File: config.mk
export PLATFORM = sky130hd
export DESIGN_NAME = ntt_job_arbiter
export DESIGN_NICKNAME = d
export VERILOG_FILES = /design/src/rtl/ntt_job_arbiter.sv
export SDC_FILE = /design/constraint.sdc
export NUM_CORES = 1
export LEC_CHECK = 0
export CORE_MARGIN = 2
export CORE_UTILIZATION = 33
export CTS_CLUSTER_SIZE = 24
export DETAILED_ROUTE_END_ITERATION = 7
export PLACE_DENSITY = 0.88
export SYNTH_ARGS = -nofsm -noshare
export SYNTH_HDL_FRONTEND = slang
export SYNTH_SLANG_ARGS = --single-unit
File: constraint.sdc
create_clock -name clk -period 3.27 [get_ports clk]
set_input_delay 0.4905 -clock clk [delete_from_list [all_inputs] [get_ports clk]]
set_output_delay 0.4905 -clock clk [all_outputs]
set_load 0.005 [all_outputs]
File: src/rtl/ntt_job_arbiter.sv
// ntt_job_arbiter: round-robin sharing of one NTT core between NUM_REQ coefficient streams
// Ports:
//   s_valid/s_ready/s_data : per-requester input beats, requester r at s_data[r*WIDTH +: WIDTH]
//   m_valid/m_ready/m_data/m_id/m_last : tagged result stream, N beats per job
//   core_load_* / core_start / core_done / core_busy / core_read_* : NTT core side
//   arb_busy : job in flight, grant_id : requester currently granted
module ntt_job_arbiter #(
  parameter int N          = 256,
  parameter int WIDTH      = 32,
  parameter int ADDR_WIDTH = 8,
  parameter int NUM_REQ    = 2,
  parameter int ID_WIDTH   = 1
) (
  input  logic                       clk,
  input  logic                       rst_n,
  input  logic [NUM_REQ-1:0]         s_valid,
  output logic [NUM_REQ-1:0]         s_ready,
  input  logic [NUM_REQ*WIDTH-1:0]   s_data,
  output logic                       m_valid,
  input  logic                       m_ready,
  output logic [WIDTH-1:0]           m_data,
  output logic [ID_WIDTH-1:0]        m_id,
  output logic                       m_last,
  output logic                       core_load_coeff,
  output logic [ADDR_WIDTH-1:0]      core_load_addr,
  output logic [WIDTH-1:0]           core_load_data,
  output logic                       core_start,
  input  logic                       core_done,
  input  logic                       core_busy,
  output logic [ADDR_WIDTH-1:0]      core_read_addr,
  input  logic [WIDTH-1:0]           core_read_data,
  output logic                       arb_busy,
  output logic [ID_WIDTH-1:0]        grant_id
);
  typedef enum logic [2:0] {IDLE, LOAD, START, COMPUTE, UNLOAD} state_t;
  state_t                state_q;
  logic [ID_WIDTH-1:0]   rr_ptr_q, grant_q, grant_d;
  logic [ADDR_WIDTH-1:0] in_cnt_q, out_idx_q;
  logic                  primed_q, in_hs, out_hs;
  logic [NUM_REQ-1:0]    rot;
  logic [ID_WIDTH:0]     sum;
  logic [WIDTH-1:0]      s_word [NUM_REQ];
  logic                  unused_busy;
  assign unused_busy = core_busy;
  for (genvar r = 0; r < NUM_REQ; r++) begin : g_word
    assign s_word[r] = s_data[r*WIDTH +: WIDTH];
  end
  // rot[i] is the request that sits i places above rr_ptr; the lowest set offset wins
  always_comb begin
    grant_d = '0;
    sum = '0;
    rot = NUM_REQ'({s_valid, s_valid} >> rr_ptr_q);
    for (int i = NUM_REQ - 1; i >= 0; i--) begin
      sum = {1'b0, rr_ptr_q} + (ID_WIDTH+1)'(i);
      if (rot[i]) grant_d = ID_WIDTH'(sum >= (ID_WIDTH+1)'(NUM_REQ) ? sum - (ID_WIDTH+1)'(NUM_REQ) : sum);
    end
  end
  assign s_ready         = (state_q == LOAD) ? NUM_REQ'(1) << grant_q : '0;
  assign in_hs           = (state_q == LOAD) & s_valid[grant_q];
  assign core_load_coeff = in_hs;
  assign core_load_addr  = in_cnt_q;
  assign core_load_data  = s_word[grant_q];
  assign core_start      = state_q == START;
  assign m_valid         = (state_q == UNLOAD) & primed_q;
  assign out_hs          = m_valid & m_ready;
  assign m_last          = m_valid & (out_idx_q == ADDR_WIDTH'(N - 1));
  assign m_data          = core_read_data;
  assign m_id            = grant_q;
  // look one address ahead on a handshake so the next beat arrives after the core's read latency
  assign core_read_addr  = out_idx_q + ADDR_WIDTH'(out_hs);
  assign arb_busy        = state_q != IDLE;
  assign grant_id        = grant_q;
  always_ff @(posedge clk or negedge rst_n) begin
    if (!rst_n) begin
      state_q   <= IDLE;
      rr_ptr_q  <= '0;
      grant_q   <= '0;
      in_cnt_q  <= '0;
      out_idx_q <= '0;
      primed_q  <= 1'b0;
    end else begin
      case (state_q)
        IDLE: if (|s_valid) begin
          grant_q  <= grant_d;
          in_cnt_q <= '0;
          state_q  <= LOAD;
        end
        LOAD: if (in_hs) begin
          in_cnt_q <= in_cnt_q + 1'b1;
          if (in_cnt_q == ADDR_WIDTH'(N - 1)) state_q <= START;
        end
        START:   state_q <= COMPUTE;
        COMPUTE: if (core_done) state_q <= UNLOAD;
        UNLOAD: begin
          primed_q <= 1'b1;
          if (out_hs) begin
            out_idx_q <= out_idx_q + 1'b1;
            if (m_last) begin
              state_q   <= IDLE;
              out_idx_q <= '0;
              primed_q  <= 1'b0;
              rr_ptr_q  <= (grant_q == ID_WIDTH'(NUM_REQ - 1)) ? '0 : grant_q + 1'b1;
            end
          end
        end
        default: state_q <= IDLE;
      endcase
    end
  end
endmodule

==> impl_metrics.tcl, run 1 <==
set metrics [dict create \
    status "complete, no violations" \
    detailed_route_wl_um 5800 \
    weighted_congestion_reported_at_the_end_of_routability_driven_placement 0.830 \
    data_arrival_time_of_the_critical_path_ps 2400 \
    post-cts-setup-buffers 0 \
    multi_input_gate_area_mm2 0.00109 \
    synth.distinct_cells 43 \
    total_leakage_power_nw 1.25 \
    areaGrowthSynthToFinish_pct 56.7 \
    global_route_usage_over_all_layers_pct 16.3 \
    drv_slew 0 \
    final_hold_fails 0 \
    holdCritPathClass "flip-flop to flip-flop" \
    clk_pin_slew_worst_paths_ps 80 \
    cpLargestDelayFamily "simple AND/OR/NAND/NOR gates" \
    route.detailed.vias_per_inst 4.86 \
    ant_nets 0 \
    synth_compound_area_share_pct 8.11 \
    initial_utilization_pct 33.7 \
    critPathRequiredTime_ps 2780 \
    finish.cell_count_without_fillers 372 \
    floorplan.io_pins 192 \
    vias 1807 \
    cp_slowest_stage_delay_ps 530 \
    grt-ovfl-total 0 \
    reg2reg_setup_slack_ps 1490 \
    postSynth.asyncResetShare_pct 100 \
    fp.dieW_um 81.4 \
    postSynthCellCount 211 \
    synth.largest_area_cell "sky130_fd_sc_hd__dfrtp_1" \
    core-area_mm2 0.00585 \
    layout_worst_path_cycle_share_pct 88.5 \
    postcts_resize_cnt 0 \
    period_needed_ps 2900 \
    worstPathBufferInverterCount 1 \
    antenna_found_initial 0 \
    timing.hold.worst_endpoint "out_idx_q[7]$_DFFE_PN0P_" \
    critical_path.cell_chain "and4bb_4 > nand2_2 > or3_1 > xnor2_1 > clkdlybuf4s50_1" \
    simple_gate_share_of_the_synthesized_area_pct 19.5 \
    drt_iter0_markers 114 \
    powerDensity_mw_per_mm2 366 \
    number_of_clock_sinks 22 \
    whs_ps 535 \
    synth-edff-count 0 \
    first_global_vias 1688 \
    ctsHoldBuffers 0 \
    critPathMaxFanout 10 \
    floorplan.die_area_mm2 0.00662 \
    setup-tns-final_ps 0 \
    final_ws_setup_ps 375 \
    vdd.ir_drop.worst_mv 0.254 \
    worst_hold_startpoint "out_idx_q[7]$_DFFE_PN0P_" \
    r2r_start "state_q[2]$_DFFE_PN0P_" \
    port_buffers 126 \
    cts_max_level 1 \
    critical_path_class "flip-flop to output pin" \
    place_inst 368 \
    synth_top_cell_area_share_pct 27.9 \
    slew_at_the_pin_with_the_worst_max_slew_slack_ps 951 \
    mappedNetlistNets 317 \
    synthFlopType "sky130_fd_sc_hd__dfrtp_1" \
    cap_violations 0 \
    clk-insertion-delay-late_ps 260 \
    insertedDiodeCount 0 \
    setup-violations-final 0 \
    adder_and_majority_gate_portion_of_the_synthesized_area_pct 1.90 \
    post_synth_xor_area_fraction_pct 5.32 \
    synth_top_cells_by_area "sky130_fd_sc_hd__dfrtp_1 28%, sky130_fd_sc_hd__mux2_2 19%, sky130_fd_sc_hd__buf_4 13%" \
    critical_path.startpoint_type "flip-flop" \
    regToRegEndpoint "core_load_addr[6]$_DFFE_PN0P_" \
    route.detailed.drc 0 \
    nFillCells 502 \
    achievable-frequency_mhz 345 \
    dp_worst_setup_slack_ps 505 \
    die_span_y_um 81.4 \
    drt_pass1_iterations 4 \
    synth-seq-area-share_pct 27.9 \
    proportion_of_layout_cells_with_a_drive_suffix_above_1_pct 15.8 \
    tritoncts "yes" \
    min_delay_path_depth 1 \
    worst_r2r_path_depth 4 \
    syn_area_per_cell_um2 9.36 \
    synth.ff_latch_count 22 \
    yosysWarnings 0 \
    route.detailed.wl_per_inst_um 15.6 \
    max_clock_buf_depth 2 \
    grt_pass1_wl_um 8360 \
    core.rowCount 28 \
    dp_hpwl_um 4690 \
    ctsRootBufferMaster "sky130_fd_sc_hd__clkbuf_8" \
    maximum_number_of_pins_on_one_net_before_global_route_repair 37 \
    post_synth_instance_area_mm2 0.00197 \
    main_combinational_cell_family_by_area_after_synthesis "multiplexers" \
    nets 404 \
    post_synth_mux_area_share_pct 20.4 \
    endpoint_kind "output pin" \
    final.setup_skew_ps 1.23 \
    numCtsBuffers 3 \
    timing.critical_path.slowest_stage_cell "sky130_fd_sc_hd__clkdlybuf4s50_1" \
    slew_headroom_pct 36.4 \
    seqCellArea_um2 551 \
    rsz0062_at_grt "no" \
]
-- cells in the final DEF, fill, tap and decap left out, types with 2 or more instances in the layout --
cell	synthesis	final
sky130_fd_sc_hd__a21oi_1	10	10
sky130_fd_sc_hd__nor2_1	6	6
sky130_fd_sc_hd__nand4_1	3	3
sky130_fd_sc_hd__and4_1	3	3
sky130_fd_sc_hd__o31ai_1	4	4
sky130_fd_sc_hd__xor2_1	3	3
sky130_fd_sc_hd__ha_1	3	3
sky130_fd_sc_hd__nand2_1	18	18
sky130_fd_sc_hd__mux2_2	34	34
sky130_fd_sc_hd__and2_1	6	6
sky130_fd_sc_hd__xnor2_1	9	9
sky130_fd_sc_hd__and3_1	2	2
sky130_fd_sc_hd__nand3_1	6	6
sky130_fd_sc_hd__dfrtp_1	22	22
sky130_fd_sc_hd__clkdlybuf4s50_1	0	126
sky130_fd_sc_hd__nand2b_1	2	2
sky130_fd_sc_hd__a31oi_1	2	2
sky130_fd_sc_hd__inv_1	5	5
sky130_fd_sc_hd__nor3_1	3	3
sky130_fd_sc_hd__clkbuf_8	0	3
sky130_fd_sc_hd__or3_1	3	3
sky130_fd_sc_hd__mux2i_1	2	2
sky130_fd_sc_hd__or4_1	3	3
-- Yosys cell counts (all sizes together) (2+ instances only) --
library cell	number
dfrtp	22
xor2	3
ha	3
nand2b	2
or3	3
nand2	19
a31oi	2
nor2	7
and4	3
mux2i	2
o31ai	4
nand3	6
buf	43
a21oi	10
mux2	34
or4	3
clkbuf	2
and3	2
nor3	3
nand4	3
inv	5
and2	6
xnor2	9
-- through the flow --
stage	cell area, um^2	utilization, %	power (W)
finish	3090	52.9	0.00113
global route	3090	52.9	0.00120
CTS	3090	52.9	0.00114
detailed placement	3020	51.7	0.000884
global placement	3020	51.7	0.000873
floorplan	1970	-	0.000593
-- per-layer routing --
layer,track usage [%],share of wire [%]
met1,22.7,43
met2,24.9,48
met3,3.89,7.6
met4,4.92,1.1
met5,0,0
-- power breakdown --
part	internal (W)	switching, W
combinational	0.000350	0.000172
clock	0.000163	0.0000900
sequential	0.000307	0.0000485
-- layout make-up --
cell class                 instances  area share (%)
timing repair buffer             127            41.0
inverter                           5           0.607
clock inverter                     1           0.970
multi-input combinational        139            35.3
sequential                        22            17.8
clock buffer                       3            1.33
tap                               75            3.03
-- state kept, by name, indices dropped and copies added (netlist names) --
register / flops
grant_id: 1
out_idx_q: 8
rr_ptr_q: 1
primed_q: 1
state_q: 3
core_load_addr: 8
-- worst max path at each step --
| stage | from | endpoint | cells after the start |
|---|---|---|---|
| 2_1_floorplan | state_q[1]$_DFFE_PN0P_ | core_read_addr[7] | 5 |
| 3_3_place_gp | m_ready | core_read_addr[7] | 5 |
| 3_5_place_dp | m_ready | core_read_addr[7] | 5 |
| 4_1_cts | state_q[1]$_DFFE_PN0P_ | core_read_addr[7] | 5 |
| 5_1_grt | state_q[0]$_DFFE_PN0P_ | core_read_addr[7] | 5 |
| 6_report | state_q[1]$_DFFE_PN0P_ | core_read_addr[7] | 5 |
-- kinds of logic after synthesis --
kind of cell             count (synthesis)
AND/OR/NAND/NOR                         64
XOR/XNOR                                12
adder cells (fa/ha/maj)                  3
AO/OA/AOI/OAI                           24
buffers and inverters                   50
flip-flops                              22
multiplexers                            36
No activity file was read; power rests on OpenSTA's default activity.
==> inputs of run 2 (changes only) <==
ABC_AREA = 1   (was default)
PLACE_DENSITY = 0.87   (was 0.88)
==> run 2 against run 1 <==
Design area is 3.1% higher. Fmax is 0.93% higher. Combinational power is 150% higher. Die area is 3.2% higher. Critical path depth is 4 higher. Largest cell class unchanged. Highest routed layer unchanged.
==> impl_metrics.tcl, run 2 <==
set metrics [dict create \
    status "complete, no violations" \
    drt_iter0_markers 125 \
    vdd.ir_drop.worst_mv 0.300 \
    antenna_found_initial 1 \
    nets 533 \
    first_global_vias 2035 \
    mappedNetlistNets 443 \
    endpoint_kind "output pin" \
    proportion_of_layout_cells_with_a_drive_suffix_above_1_pct 3.05 \
    clk_pin_slew_worst_paths_ps 80 \
    dp_hpwl_um 4850 \
    drv_slew 0 \
    floorplan.die_area_mm2 0.00683 \
    synth.distinct_cells 22 \
    rsz0062_at_grt "no" \
    cap_violations 0 \
    synth.ff_latch_count 22 \
    route.detailed.wl_per_inst_um 11.9 \
    synth_top_cells_by_area "sky130_fd_sc_hd__nand2_1 29%, sky130_fd_sc_hd__dfrtp_1 27%, sky130_fd_sc_hd__buf_4 13%" \
    fp.dieW_um 82.7 \
    total_leakage_power_nw 1.51 \
    initial_utilization_pct 34.3 \
    ant_nets 0 \
    netlist_top_cells_count "158 x sky130_fd_sc_hd__nand2_1, 34 x sky130_fd_sc_hd__buf_4, 25 x sky130_fd_sc_hd__nor2_1, 24 x sky130_fd_sc_hd__inv_1, 22 x sky130_fd_sc_hd__dfrtp_1" \
    ctsHoldBuffers 0 \
    grt_pass1_wl_um 8710 \
    nFillCells 569 \
    cts_max_level 1 \
    synth-edff-count 0 \
    maximum_number_of_pins_on_one_net_before_global_route_repair 34 \
    ctsRootBufferMaster "sky130_fd_sc_hd__clkbuf_8" \
    yosysWarnings 0 \
    synthFlopType "sky130_fd_sc_hd__dfrtp_1" \
    port_buffers 126 \
    synth_top_cell_area_share_pct 29.0 \
    totalPowerFinal_w 0.00199 \
    final_hold_fails 0 \
    critical_path.startpoint_type "flip-flop" \
    post_synth_instance_area_mm2 0.00204 \
    data_arrival_time_of_the_critical_path_ps 2380 \
    slew_headroom_pct 35.0 \
    syn_area_per_cell_um2 6.06 \
    vias 2299 \
    final.setup_skew_ps 2.21 \
    setup-violations-final 0 \
    numCtsBuffers 3 \
    layout_worst_path_cycle_share_pct 87.7 \
    synth.largest_area_cell "sky130_fd_sc_hd__nand2_1" \
    most-common-layout-cells "158 x sky130_fd_sc_hd__nand2_1, 126 x sky130_fd_sc_hd__clkdlybuf4s50_1, 25 x sky130_fd_sc_hd__nor2_1" \
    powerDensity_mw_per_mm2 622 \
    grt-ovfl-total 0 \
    drt_pass1_iterations 4 \
    setup-tns-final_ps 0 \
    core.rowCount 28 \
    floorplan.io_pins 192 \
    tritoncts "yes" \
    max_clock_buf_depth 2 \
    synth-seq-area-share_pct 27.0 \
    global_route_usage_over_all_layers_pct 16.3 \
    postcts_resize_cnt 0 \
    layout_commonest_cell "sky130_fd_sc_hd__nand2_1" \
    detailed_route_wl_um 5970 \
    number_of_clock_sinks 22 \
    critical_path_class "flip-flop to output pin" \
    achievable-frequency_mhz 349 \
    route.detailed.drc 0 \
    synth_most_common_cell "sky130_fd_sc_hd__nand2_1" \
    die_span_y_um 82.7 \
    holdCritPathClass "flip-flop to flip-flop" \
    route.detailed.vias_per_inst 4.58 \
    postSynth.asyncResetShare_pct 100 \
    clk-insertion-delay-late_ps 260 \
    core-area_mm2 0.00596 \
    slew_at_the_pin_with_the_worst_max_slew_slack_ps 972 \
    weighted_congestion_reported_at_the_end_of_routability_driven_placement 0.861 \
    critPathRequiredTime_ps 2780 \
    critPathMaxFanout 6 \
    post-cts-setup-buffers 0 \
    areaGrowthSynthToFinish_pct 56.3 \
    postSynthCellCount 337 \
    period_needed_ps 2870 \
]
[run 2: cell count changes after synthesis, moves of 7 or more]
cell | previous run | this run
sky130_fd_sc_hd__xnor2_1 | 9 | 2
sky130_fd_sc_hd__nand2_1 | 18 | 158
sky130_fd_sc_hd__nand3_1 | 6 | 20
sky130_fd_sc_hd__mux2_2 | 34 | 0
sky130_fd_sc_hd__nor2_1 | 6 | 25
sky130_fd_sc_hd__inv_1 | 5 | 24
sky130_fd_sc_hd__o21ai_0 | 0 | 14
[run 2: stage by stage]
step | cell area, um^2 | std cells | hold slack (ps) | setup WS [ps] | util [%]
6_report | 3190 | 502 | 502 | 402 | 53.6
5_1_grt | 3190 | 502 | 528 | 252 | 53.6
4_1_cts | 3190 | 501 | 505 | 381 | 53.5
3_5_place_dp | 3120 | 497 | 486 | 527 | 52.3
3_3_place_gp | 3120 | 497 | 482 | 583 | 52.3
2_1_floorplan | 2040 | 337 | 195 | 1320 | -
[run 2: worst max-delay path, stage by stage (launching register included)]
cell                              delay (ps)
sky130_fd_sc_hd__dfrtp_1                 430
sky130_fd_sc_hd__nor2_1                  140
sky130_fd_sc_hd__nand2_1                 120
sky130_fd_sc_hd__nor2_4                  160
sky130_fd_sc_hd__nand2_2                  70
sky130_fd_sc_hd__nor2_1                  160
sky130_fd_sc_hd__ha_1                    230
sky130_fd_sc_hd__nand3_1                 100
sky130_fd_sc_hd__xnor2_1                 180
sky130_fd_sc_hd__clkdlybuf4s50_1         520
[run 2: cell families (layout without fill, tap and decap cells)]
kind of cell	Yosys count	in the layout	synth area share, %
xor gates and xnor gates	9	9	3.86
AOI/OAI and AO/OA	20	20	5.09
buffers and inverters	69	158	19.5
adders and majority gates	3	3	1.84
DFF	22	22	27.0
and+or+nand+nor	214	214	42.8
other	0	1	0
[run 2: layer usage]
layer  routed length [um]  vias up  GRT usage (%)
met3                  397       16           2.72
met2                 3110       95           29.3
met1                 2280     1010           18.3
met5                    0        -              0
li1                     -     1178              -
met4                  178        0           8.69
[run 2: area by class of cell]
| type | instances | area, um^2 | share of cell area, % |
|---|---|---|---|
| antenna | 1 | 2.50 | 0.0784 |
| sequential | 22 | 551 | 17.3 |
| timing repair buffer | 129 | 1280 | 40.2 |
| inverter | 25 | 95.1 | 2.98 |
| multi-input combinational | 246 | 1090 | 34.3 |
| clock buffer | 3 | 41.3 | 1.29 |
| clock inverter | 1 | 30.0 | 0.941 |
| tap | 75 | 93.8 | 2.94 |
[run 2: path summary, 6_finish.rpt]
kind | start | endpoint | slack (ps) | depth (start not counted)
min reg2reg | rr_ptr_q$_DFFE_PN0P_ | rr_ptr_q$_DFFE_PN0P_ | 500 | 2
min in group asynchronous | rst_n | core_load_addr[1]$_DFFE_PN0P_ | 760 | 1
max | state_q[0]$_DFFE_PN0P_ | core_read_addr[4] | 400 | 9
min | rr_ptr_q$_DFFE_PN0P_ | rr_ptr_q$_DFFE_PN0P_ | 500 | 2
max in group asynchronous | rst_n | core_load_addr[4]$_DFFE_PN0P_ | 1910 | 1
max reg2reg | state_q[1]$_DFFE_PN0P_ | core_load_addr[1]$_DFFE_PN0P_ | 1640 | 7
[run 2: power by group]
| part | switching [W] | internal, W | total [W] |
|---|---|---|---|
| Clock | 0.0000875 | 0.000163 | 0.000251 |
| Combinational | 0.000611 | 0.000680 | 0.00129 |
| Sequential | 0.000100 | 0.000344 | 0.000444 |
| Total | 0.000799 | 0.00119 | 0.00199 |
==> inputs of run 3 (changes only) <==
CELL_PAD_IN_SITES_DETAIL_PLACEMENT = 2   (was default)
CELL_PAD_IN_SITES_GLOBAL_PLACEMENT = 2   (was default)
CORE_UTILIZATION = 14   (was 33)
PLACE_DENSITY = default   (was 0.87)
PLACE_DENSITY_LB_ADDON = 0.1   (was default)
==> run 3 against run 2 <==
Cell count increased by 22%. Core utilization shrank 30 points. Clock-buffer cell count unchanged. Clock power rose by 3%. Critical path type unchanged. Critical path depth stayed put. Sequential share of layout area decreased by 0.75 points. Global-route usage down 5.5 points. Largest cell class unchanged. Highest routed layer unchanged. Design area rose by 4.5%.
==> impl_metrics.tcl, run 3 (synthesized netlist as in run 2, its figures left out) <==
set metrics [dict create \
    layout_worst_path_cycle_share_pct 89.2 \
    nFillCells 1700 \
    most-common-layout-cells "158 x sky130_fd_sc_hd__nand2_1, 126 x sky130_fd_sc_hd__clkdlybuf4s50_1, 25 x sky130_fd_sc_hd__nor2_1" \
    timing.critical_path.slowest_stage_cell "sky130_fd_sc_hd__clkdlybuf4s50_1" \
    drt_pass1_iterations 3 \
    critPathRequiredTime_ps 2780 \
    setup-tns-final_ps 0 \
    floorplan.die_area_mm2 0.0156 \
    post-cts-setup-buffers 0 \
    route.detailed.drc 0 \
    route.detailed.wl_per_inst_um 13.5 \
    setup-violations-final 0 \
    ant_nets 0 \
    proportion_of_layout_cells_with_a_drive_suffix_above_1_pct 3.05 \
    slew_headroom_pct 72.8 \
    cell_occurring_most_often_along_the_worst_timing_path "sky130_fd_sc_hd__nor2_1" \
    utilization_pct 23.2 \
    seqCellArea_um2 551 \
    critical_path.cell_chain "nor2_1 > nand2_1 > nor2_4 > nand2_2 > nor2_1 > ha_1 > nand3_1 > xnor2_1 > clkdlybuf4s50_1" \
    drv_slew 0 \
    worstPathBufferInverterCount 1 \
    fp.dieW_um 125 \
    floorplan.io_pins 192 \
    grt_pass1_wl_um 13800 \
    dp_hpwl_um 6780 \
    cp_slowest_stage_delay_ps 520 \
    initial_utilization_pct 14.2 \
    powerDensity_mw_per_mm2 614 \
    port_buffers 126 \
    total_leakage_power_nw 1.51 \
    first_global_vias 2801 \
    final_hold_fails 0 \
    maximum_number_of_pins_on_one_net_before_global_route_repair 34 \
    detailed_route_wl_um 8260 \
    clk_pin_slew_worst_paths_ps 60 \
    slew_at_the_pin_with_the_worst_max_slew_slack_ps 407 \
    tritoncts "yes" \
    insertedDiodeCount 0 \
    postcts_resize_cnt 0 \
    nets 534 \
    ctsRootBufferMaster "sky130_fd_sc_hd__clkbuf_16" \
    route.detailed.vias_per_inst 3.98 \
    period_needed_ps 2920 \
    global_route_usage_over_all_layers_pct 10.8 \
    areaGrowthSynthToFinish_pct 63.4 \
    endpoint_kind "output pin" \
    final.setup_skew_ps 6.13 \
    vdd.ir_drop.worst_mv 0.135 \
    layout_commonest_cell "sky130_fd_sc_hd__nand2_1" \
    number_of_clock_sinks 22 \
    weighted_congestion_reported_at_the_end_of_routability_driven_placement 0.657 \
    vias 2427 \
    data_arrival_time_of_the_critical_path_ps 2430 \
    cpLargestDelayFamily "simple AND/OR/NAND/NOR gates" \
    max_clock_buf_depth 2 \
    rsz0062_at_grt "no" \
    status "complete, no violations" \
    core-area_mm2 0.0144 \
    ctsHoldBuffers 0 \
    cap_violations 0 \
    drt_iter0_markers 55 \
    multi_input_gate_area_mm2 0.00109 \
    holdCritPathClass "flip-flop to flip-flop" \
    antenna_found_initial 0 \
    critical_path.startpoint_type "flip-flop" \
    whs_ps 490 \
    die_span_y_um 125 \
    clk-insertion-delay-late_ps 260 \
    critical_path_class "flip-flop to output pin" \
    core.rowCount 44 \
    critPathMaxFanout 6 \
    numCtsBuffers 3 \
    cts_max_level 1 \
    grt-ovfl-total 0 \
    achievable-frequency_mhz 343 \
]
[run 3: cell count changes in the layout (fill, tap and decap cells not counted), sizes merged]
cell    previous run  this run
diode              1         0
buf                3         4
bufinv             1         0
[run 3: metrics by stage]
stage               area, um^2  total power (W)  worst slack [ps]  std cells
floorplan                 2040          0.00109              1320        337
global placement          3260          0.00184               512        607
detailed placement        3260          0.00184               487        607
CTS                       3340          0.00213               303        610
global route              3340          0.00228              70.6        610
finish                    3340          0.00205               353        610
[run 3: tightest hold or removal path, delay by kind of cell, from the launching register on]
| kind | cells | cell delay (ps) |
|---|---|---|
| AOI/OAI and AO/OA | 1 | 60 |
| and+or+nand+nor | 1 | 50 |
| DFF | 1 | 340 |
[run 3: final timing paths]
kind	from	endpoint	slack, ps	cells after the start
setup / recovery	state_q[0]$_DFFE_PN0P_	core_read_addr[4]	350	9
hold / removal	rr_ptr_q$_DFFE_PN0P_	rr_ptr_q$_DFFE_PN0P_	490	2
setup reg to reg	state_q[1]$_DFFE_PN0P_	core_load_addr[1]$_DFFE_PN0P_	1530	7
hold reg to reg	rr_ptr_q$_DFFE_PN0P_	rr_ptr_q$_DFFE_PN0P_	490	2
max in group asynchronous	rst_n	out_idx_q[5]$_DFFE_PN0P_	2430	2
min in group asynchronous	rst_n	core_load_addr[5]$_DFFE_PN0P_	600	2
[run 3: layout make-up]
class                      count  share of cell area, %
inverter                      25                   2.85
timing repair buffer         130                   38.7
clock buffer                   3                   2.25
sequential                    22                   16.5
tap                          184                   6.90
multi-input combinational    246                   32.8
[run 3: routing by layer]
metal  vias up  share of wire (%)  track usage [%]
met5         -                  0                0
met3        10                 13             5.67
met4         0                1.5             2.97
li1       1179                  -                -
met2       101                 46             18.5
met1      1137                 39             11.5
[run 3: power breakdown]
part	leakage, nW	switching (W)	total, W	internal (W)
Combinational	1.19	0.000659	0.00134	0.000682
Sequential	0.287	0.000106	0.000450	0.000344
Clock	0.0370	0.0000969	0.000259	0.000162
Total	1.51	0.000861	0.00205	0.00119
